$ cat config.mk
export PLATFORM = sky130hd
export DESIGN_NAME = race_power_meter
export DESIGN_NICKNAME = d
export VERILOG_FILES = /design/src/rtl/race_power_meter.sv
export SDC_FILE = /design/constraint.sdc
export NUM_CORES = 2
export LEC_CHECK = 0
export CORE_MARGIN = 2
export CORE_UTILIZATION = 34
export CTS_BUF_LIST = sky130_fd_sc_hd__clkbuf_4 sky130_fd_sc_hd__clkbuf_8 sky130_fd_sc_hd__clkbuf_16
export DETAILED_ROUTE_END_ITERATION = 7
export PLACE_DENSITY = 0.49
export SYNTH_ARGS = -nofsm -noshare
export SYNTH_HDL_FRONTEND = slang
export SYNTH_SLANG_ARGS = --single-unit
$ cat constraint.sdc
create_clock -name clk -period 4.8 [get_ports clk]
set_input_delay 1.44 -clock clk [delete_from_list [all_inputs] [get_ports clk]]
set_output_delay 1.44 -clock clk [all_outputs]
set_load 0.02 [all_outputs]
$ cat src/rtl/race_power_meter.sv
// Block-average power monitor for the RACE filter complex output stream.
// Optional per-block peak tracking is enabled by defining RACE_PWR_PEAK_HOLD_EN.
module race_power_meter #(
    parameter int DW     = 16,
    parameter int LOG2_N = 6,
    parameter int CNT_W  = 16
) (
    input  logic                 clk,
    input  logic                 nrst,
    input  logic                 strobe,
    input  logic                 valid_in,
    input  logic signed [DW-1:0] in_real,
    input  logic signed [DW-1:0] in_imag,
    input  logic                 clear,
    output logic [2*DW-1:0]      power_out,
    output logic                 power_valid,
    output logic [CNT_W-1:0]     block_cnt,
    output logic [2*DW-1:0]      peak_out
);

    localparam int AW = 2*DW + LOG2_N;

    // A sample is taken only on a rising strobe edge with valid_in high; there is
    // no backpressure. power_valid is a single-cycle pulse marking a new power_out.
    logic strobe_d;
    logic sample_en;

    assign sample_en = strobe & ~strobe_d & valid_in;

    logic signed [2*DW-1:0] re_x, im_x, prod_r, prod_i;

    assign re_x   = (2*DW)'(in_real);
    assign im_x   = (2*DW)'(in_imag);
    assign prod_r = re_x * re_x;
    assign prod_i = im_x * im_x;

    logic [2*DW-1:0] sq_r, sq_i;
    logic            s1_valid;

    always_ff @(posedge clk or negedge nrst) begin
        if (!nrst) begin
            strobe_d <= 1'b1;
            s1_valid <= 1'b0;
            sq_r     <= '0;
            sq_i     <= '0;
        end else begin
            strobe_d <= strobe;
            s1_valid <= sample_en & ~clear;
            if (sample_en) begin
                sq_r <= $unsigned(prod_r);
                sq_i <= $unsigned(prod_i);
            end
        end
    end

    // Each square is at most 2^(2DW-2), so the sum fits in 2*DW bits.
    logic [2*DW-1:0]   p;
    logic [LOG2_N-1:0] cnt;
    logic [AW-1:0]     acc, acc_next;
    logic              last;

    assign p        = sq_r + sq_i;
    assign last     = &cnt;
    assign acc_next = ((cnt == '0) ? '0 : acc) + AW'(p);

    always_ff @(posedge clk or negedge nrst) begin
        if (!nrst) begin
            cnt         <= '0;
            acc         <= '0;
            power_out   <= '0;
            power_valid <= 1'b0;
            block_cnt   <= '0;
        end else begin
            power_valid <= 1'b0;
            if (clear) begin
                cnt <= '0;
                acc <= '0;
            end else if (s1_valid) begin
                if (last) begin
                    power_out   <= acc_next[AW-1:LOG2_N];
                    power_valid <= 1'b1;
                    block_cnt   <= block_cnt + CNT_W'(1);
                    cnt         <= '0;
                    acc         <= '0;
                end else begin
                    acc <= acc_next;
                    cnt <= cnt + LOG2_N'(1);
                end
            end
        end
    end

`ifdef RACE_PWR_PEAK_HOLD_EN
    logic [2*DW-1:0] blk_peak;
    logic [2*DW-1:0] peak_next;

    // The first sample of a block replaces whatever peak was left over.
    assign peak_next = ((cnt == '0) || (p > blk_peak)) ? p : blk_peak;

    always_ff @(posedge clk or negedge nrst) begin
        if (!nrst) begin
            blk_peak <= '0;
            peak_out <= '0;
        end else begin
            if (clear) begin
                blk_peak <= '0;
            end else if (s1_valid) begin
                if (last) begin
                    peak_out <= peak_next;
                    blk_peak <= '0;
                end else begin
                    blk_peak <= peak_next;
                end
            end
        end
    end
`else
    assign peak_out = '0;
`endif

endmodule

Yosys cells after proc, flatten, opt, wreduce, memory -nomap -nowiden --
Cells that the tools add are included.
Storage, ports and cells: bits in registers 159, bits in latches 0, memory bits (read-only) 0, bits in writable memories 0, output and inout port bits 81, memories kept 0
Operators by class: eq/ne operators 0, bitwise operators 5, magnitude comparators 0, reductions and logical operators 4, add/sub/neg operators 4, $mul 2, shifts and indexed selects 0, muxes and demuxes 10, div/mod/pow operators 0
Operators with widths (number):
- $mux W38 | 4
- $mul A16 B16 Y32 | 2
- $add A38 B32 Y38 | 1
- $add A32 B32 Y32 | 1
- $mux W6 | 3
- $add A16 B1 Y16 const B | 1
- $reduce_and A8 Y1 | 1
- $add A6 B1 Y6 const B | 1
- $logic_not A6 Y1 | 1
- $reduce_and A6 Y1 | 1
- $and A1 B1 Y1 | 3
- $mux W1 | 3
- $not A1 Y1 | 2
- $reduce_bool A2 Y1 | 1

Logic depth before layout (Yosys ltp) --
depth after elaboration 6, depth in mapped cells 25

Least setup slack after synthesis --
Ideal clock, no wire load.
kind in2reg, start in in_real[1], end reg sq_r[26], buffers on the path 2, cell stages on the path 23, data arrival time 6.996 ns, library setup time 0.125 ns, setup slack -2.321 ns, cell sequence clkbuf_1 clkbuf_1 nand2_1 fa_1 fa_1 fa_1 inv_1 fa_1 fa_1 inv_1 fa_1 inv_1 ha_1 and3_1 and2_1 o21a_1 o21ai_1 a21oi_1 a21oi_1 o21ai_1 a21oi_1 xnor2_1 mux2_2
Between the ends: word-level cells in the longest chain between the ends 1
Ends and longest elaborated chain:
- start, declared | line 12 | input logic signed [DW-1:0] in_real,
- $mul A16 B16 Y32 | line 34 | assign prod_r = re_x * re_x;
- end signal, assigned | line 50 | sq_r <= $unsigned(prod_r);
- end, declared | line 37 | logic [2*DW-1:0] sq_r, sq_i;
Every way passes these cells. A chain may end at the register's enable or synchronous reset.

Final worst setup path --
start in in_imag[8], end reg sq_i[29]
Between the ends: word-level cells in the longest chain between the ends 1
Ends and longest elaborated chain:
- start, declared | line 13 | input logic signed [DW-1:0] in_imag,
- $mul A16 B16 Y32 | line 35 | assign prod_i = im_x * im_x;
- end signal, assigned | line 51 | sq_i <= $unsigned(prod_i);
- end, declared | line 37
Every way passes these cells.

==> impl_metrics.py <==
metrics = {
    "die": {
        "die_area_mm2": 0.0814,
        "start_util": 0.342,
        "die_x_um": 285,
        "ios": 118,
        "coreArea_mm2": 0.0786,
        "rows": 103,
        "die_y_um": 285,
    },
    "timing": {
        "fmax_mhz": 151,
        "slew_headroom": 0.489,
        "maxSlewViolCount": 0,
        "period_minus_slack_ps": 6610,
        "fin_skew_ps": 16.7,
        "fin_ws_ps": -1810,
        "layout_worst_path_cycle_share": 1.38,
        "whs_ps": 470,
        "final_hold_viol_count": 0,
        "max_slew.worst_pin.slew_ps": 766,
        "setup_viol": 53,
        "rsz0062_at_grt": "yes",
    },
    "place": {
        "dp_slack_ps": -2770,
        "port_buffers": 85,
        "gp_congestion": 0.851,
        "dpl.hpwl_um": 55800,
    },
    "clock_network": {
        "cts_tree": "done",
        "numClockSinks": 157,
        "cts_hold_buf": 0,
        "numCtsBuffers": 17,
        "htree_num_levels": 4,
        "clockBufferDepth": 2,
        "clk_pin_slew_ps": 60,
        "worstSkewPairLatency_ps": 450,
        "cts-root-buf": "clkbuf_16",
    },
    "hold_path": {
        "hold_start": "power_out[3]",
        "hold_depth": 2,
        "worst_hold_path_type": "reg -> reg",
        "holdPathEnd": "power_out[3]",
    },
    "logic_synthesis": {
        "async_reset_ff_frac": 1.00,
        "synth.avg_cell_area_um2": 9.21,
        "ys_types": 74,
        "synth_top_family_by_area": "adder cells",
        "synthMuxAreaShare": 0.00819,
        "ys_warn_count": 0,
        "synth_simple_gate_area_frac": 0.120,
        "synth-compound-area-share": 0.0974,
        "ys.flop_type": "dfrtp_1",
        "netlist_area_mm2": 0.0269,
        "synth_edf_count": 0,
        "synthXorXnorAreaFrac": 0.0541,
        "ys_seq_elements": 157,
        "yosysSeqAreaShare": 0.146,
        "synth_adder_area_share": 0.464,
        "syn_inst": 2919,
    },
    "drt": {
        "met2_length_um": 34700,
        "maxUsedRoutingLayer": "met5",
        "wl_per_cell_um": 14.7,
        "ant_nets": 0,
        "drc": 0,
        "wl_um": 67200,
        "drt_pass1_iterations": 5,
        "drt-initial-drc-count": 733,
        "dr_wl_met3_um": 1350,
        "routedLengthMet1_um": 30300,
        "via_per_inst": 4.59,
        "num_vias": 21000,
    },
    "outcome": {
        "status": "finished with violations",
        "violations": "setup timing",
    },
    "global_route": {
        "antenna_found_initial": 1,
        "grt_pass1_vias": 23100,
        "grt_max_degree": 117,
        "grt_first_pass_wirelength_um": 114000,
        "grtUsageTotal": 0.172,
        "overflow": 0,
    },
    "setup_path": {
        "reg2reg_slack_ps": -50,
        "r2r-start": "sq_r[3]",
        "critPathCaptureType": "register",
        "arrival_ps": 6910,
        "worstSetupPathType": "in -> reg",
        "critPathMaxFanout": 4,
        "critPathLaunchType": "primary input",
        "r2r-end": "power_out[25]",
        "required_ps": 5100,
        "r2r_cells": 21,
        "cp-startpoint": "in_imag[8]",
    },
    "layout": {
        "area_delta_synth_final_pct": 34.3,
        "antennaDiodeCount": 0,
        "fin_nets": 4268,
        "drive_above_1_share": 0.310,
        "utilization": 0.459,
    },
    "flow_run": {
        "drv_cap": 0,
    },
}
-- worst max-delay path: stages --
cell      delay, ps
buf_12           80
buf_12           90
buf_6            90
nand2_4          40
buf_4           130
fa_1            530
inv_1            50
fa_1            500
fa_2            570
fa_2            450
fa_1            540
inv_1            50
fa_1            510
inv_2            50
ha_4            240
a21o_1          150
a21o_1          180
a21oi_2         160
a21boi_2        100
o21ai_2         210
a31oi_4         140
o41ai_2         350
xor2_1          170
o21ai_0          80
-- per-layer routing --
| metal | GRT usage | vias up |
|---|---|---|
| met1 | 0.225 | 10600 |
| met5 | 0 | - |
| met2 | 0.313 | 205 |
| met4 | 0.0301 | 2 |
| li1 | - | 10200 |
| met3 | 0.0142 | 56 |
-- state kept, by name, indices dropped and copies added, names as in the netlist --
name and cells:
acc 38, power_out 32, sq_i 31, sq_r 31, block_cnt 16, cnt 6, power_valid 1, s1_valid 1
strobe_d 1
-- synthesized netlist by cell type, types with 8 or more instances --
| cell type | n | share of area |
|---|---|---|
| and3_1 | 10 | 0.0023 |
| ha_1 | 247 | 0.11 |
| dfrtp_1 | 156 | 0.15 |
| o21bai_1 | 18 | 0.0050 |
| nor2_1 | 121 | 0.017 |
| nor2b_1 | 8 | 0.0019 |
| clkbuf_1 | 77 | 0.011 |
| or3_1 | 8 | 0.0019 |
| nand3_1 | 31 | 0.0058 |
| inv_1 | 646 | 0.090 |
| o21a_1 | 11 | 0.0031 |
| mux2_2 | 16 | 0.0067 |
| xor2_1 | 57 | 0.019 |
| a22o_1 | 29 | 0.0094 |
| xnor2_1 | 109 | 0.035 |
| buf_4 | 32 | 0.0089 |
| o211ai_1 | 11 | 0.0031 |
| nand2_1 | 336 | 0.047 |
| nand4_1 | 11 | 0.0026 |
| and2_1 | 112 | 0.026 |
| nand2b_1 | 21 | 0.0049 |
| a21o_1 | 48 | 0.013 |
| a21oi_1 | 86 | 0.016 |
| a211oi_1 | 13 | 0.0036 |
| a31oi_1 | 11 | 0.0026 |
| nor3_1 | 18 | 0.0033 |
| o21ai_0 | 89 | 0.017 |
| fa_1 | 469 | 0.35 |
| o21ai_1 | 27 | 0.0050 |
-- logic make-up (layout without fill, tap and decap cells) --
family / Yosys count / after routing
compound gates: 398 / 398
xor+xnor: 166 / 166
fa+ha+maj: 716 / 716
buf+inv: 758 / 1336
flops: 157 / 157
mux: 20 / 20
other cells: 1 / 32
simple gates: 703 / 703
-- cells in the final DEF, fill, tap and decap left out, types with 33 or more instances in the layout --
cell type / instances
ha_4: 44
clkdlybuf4s50_1: 52
a21oi_2: 39
dfrtp_1: 153
ha_1: 196
buf_4: 469
xor2_1: 49
nand2_2: 33
and2_1: 79
a21o_1: 48
inv_1: 562
a21oi_1: 46
fa_1: 431
inv_2: 80
nor2_1: 102
o21ai_1: 39
o21ai_0: 55
xnor2_1: 96
nand2_1: 285
and2_4: 33
buf_6: 89
fa_2: 38
-- cell type report --
| type | instances | area (um2) |
|---|---|---|
| tap | 1050 | 1310 |
| clock inverter | 10 | 105 |
| sequential | 157 | 3930 |
| multi-input combinational | 2035 | 22000 |
| inverter | 647 | 2440 |
| clock buffer | 22 | 475 |
| fill | 7516 | 42500 |
| timing repair buffer | 657 | 5820 |
-- how the worst max path moves through the flow --
stage               endpoint  cells past startpoint
floorplan           sq_r[26]                     23
global placement    sq_i[28]                     23
detailed placement  sq_r[31]                     25
CTS                 sq_i[28]                     25
global route        sq_i[28]                     26
finish              sq_i[29]                     24
-- stage by stage --
step                      instances  area [um2]  setup TNS (ps)
after floorplan                2950       28000          -64410
after CTS                      4548       35200          -63000
final                          4578       36100          -63860
after global placement         4414       32800         -112830
after global routing           4578       36100          -74350
after detailed placement       4414       32800         -115660
-- what timing repair did --
item,4_1_cts,5_1_grt
cloned,5,0
setup buffers,101,42
pin swaps,201,194
endpoints found under the setup margin,68,74
gates resized for setup,428,200
Power is not shown: default switching activity piles up to over one toggle a cycle in this logic, so the estimate is an artifact.
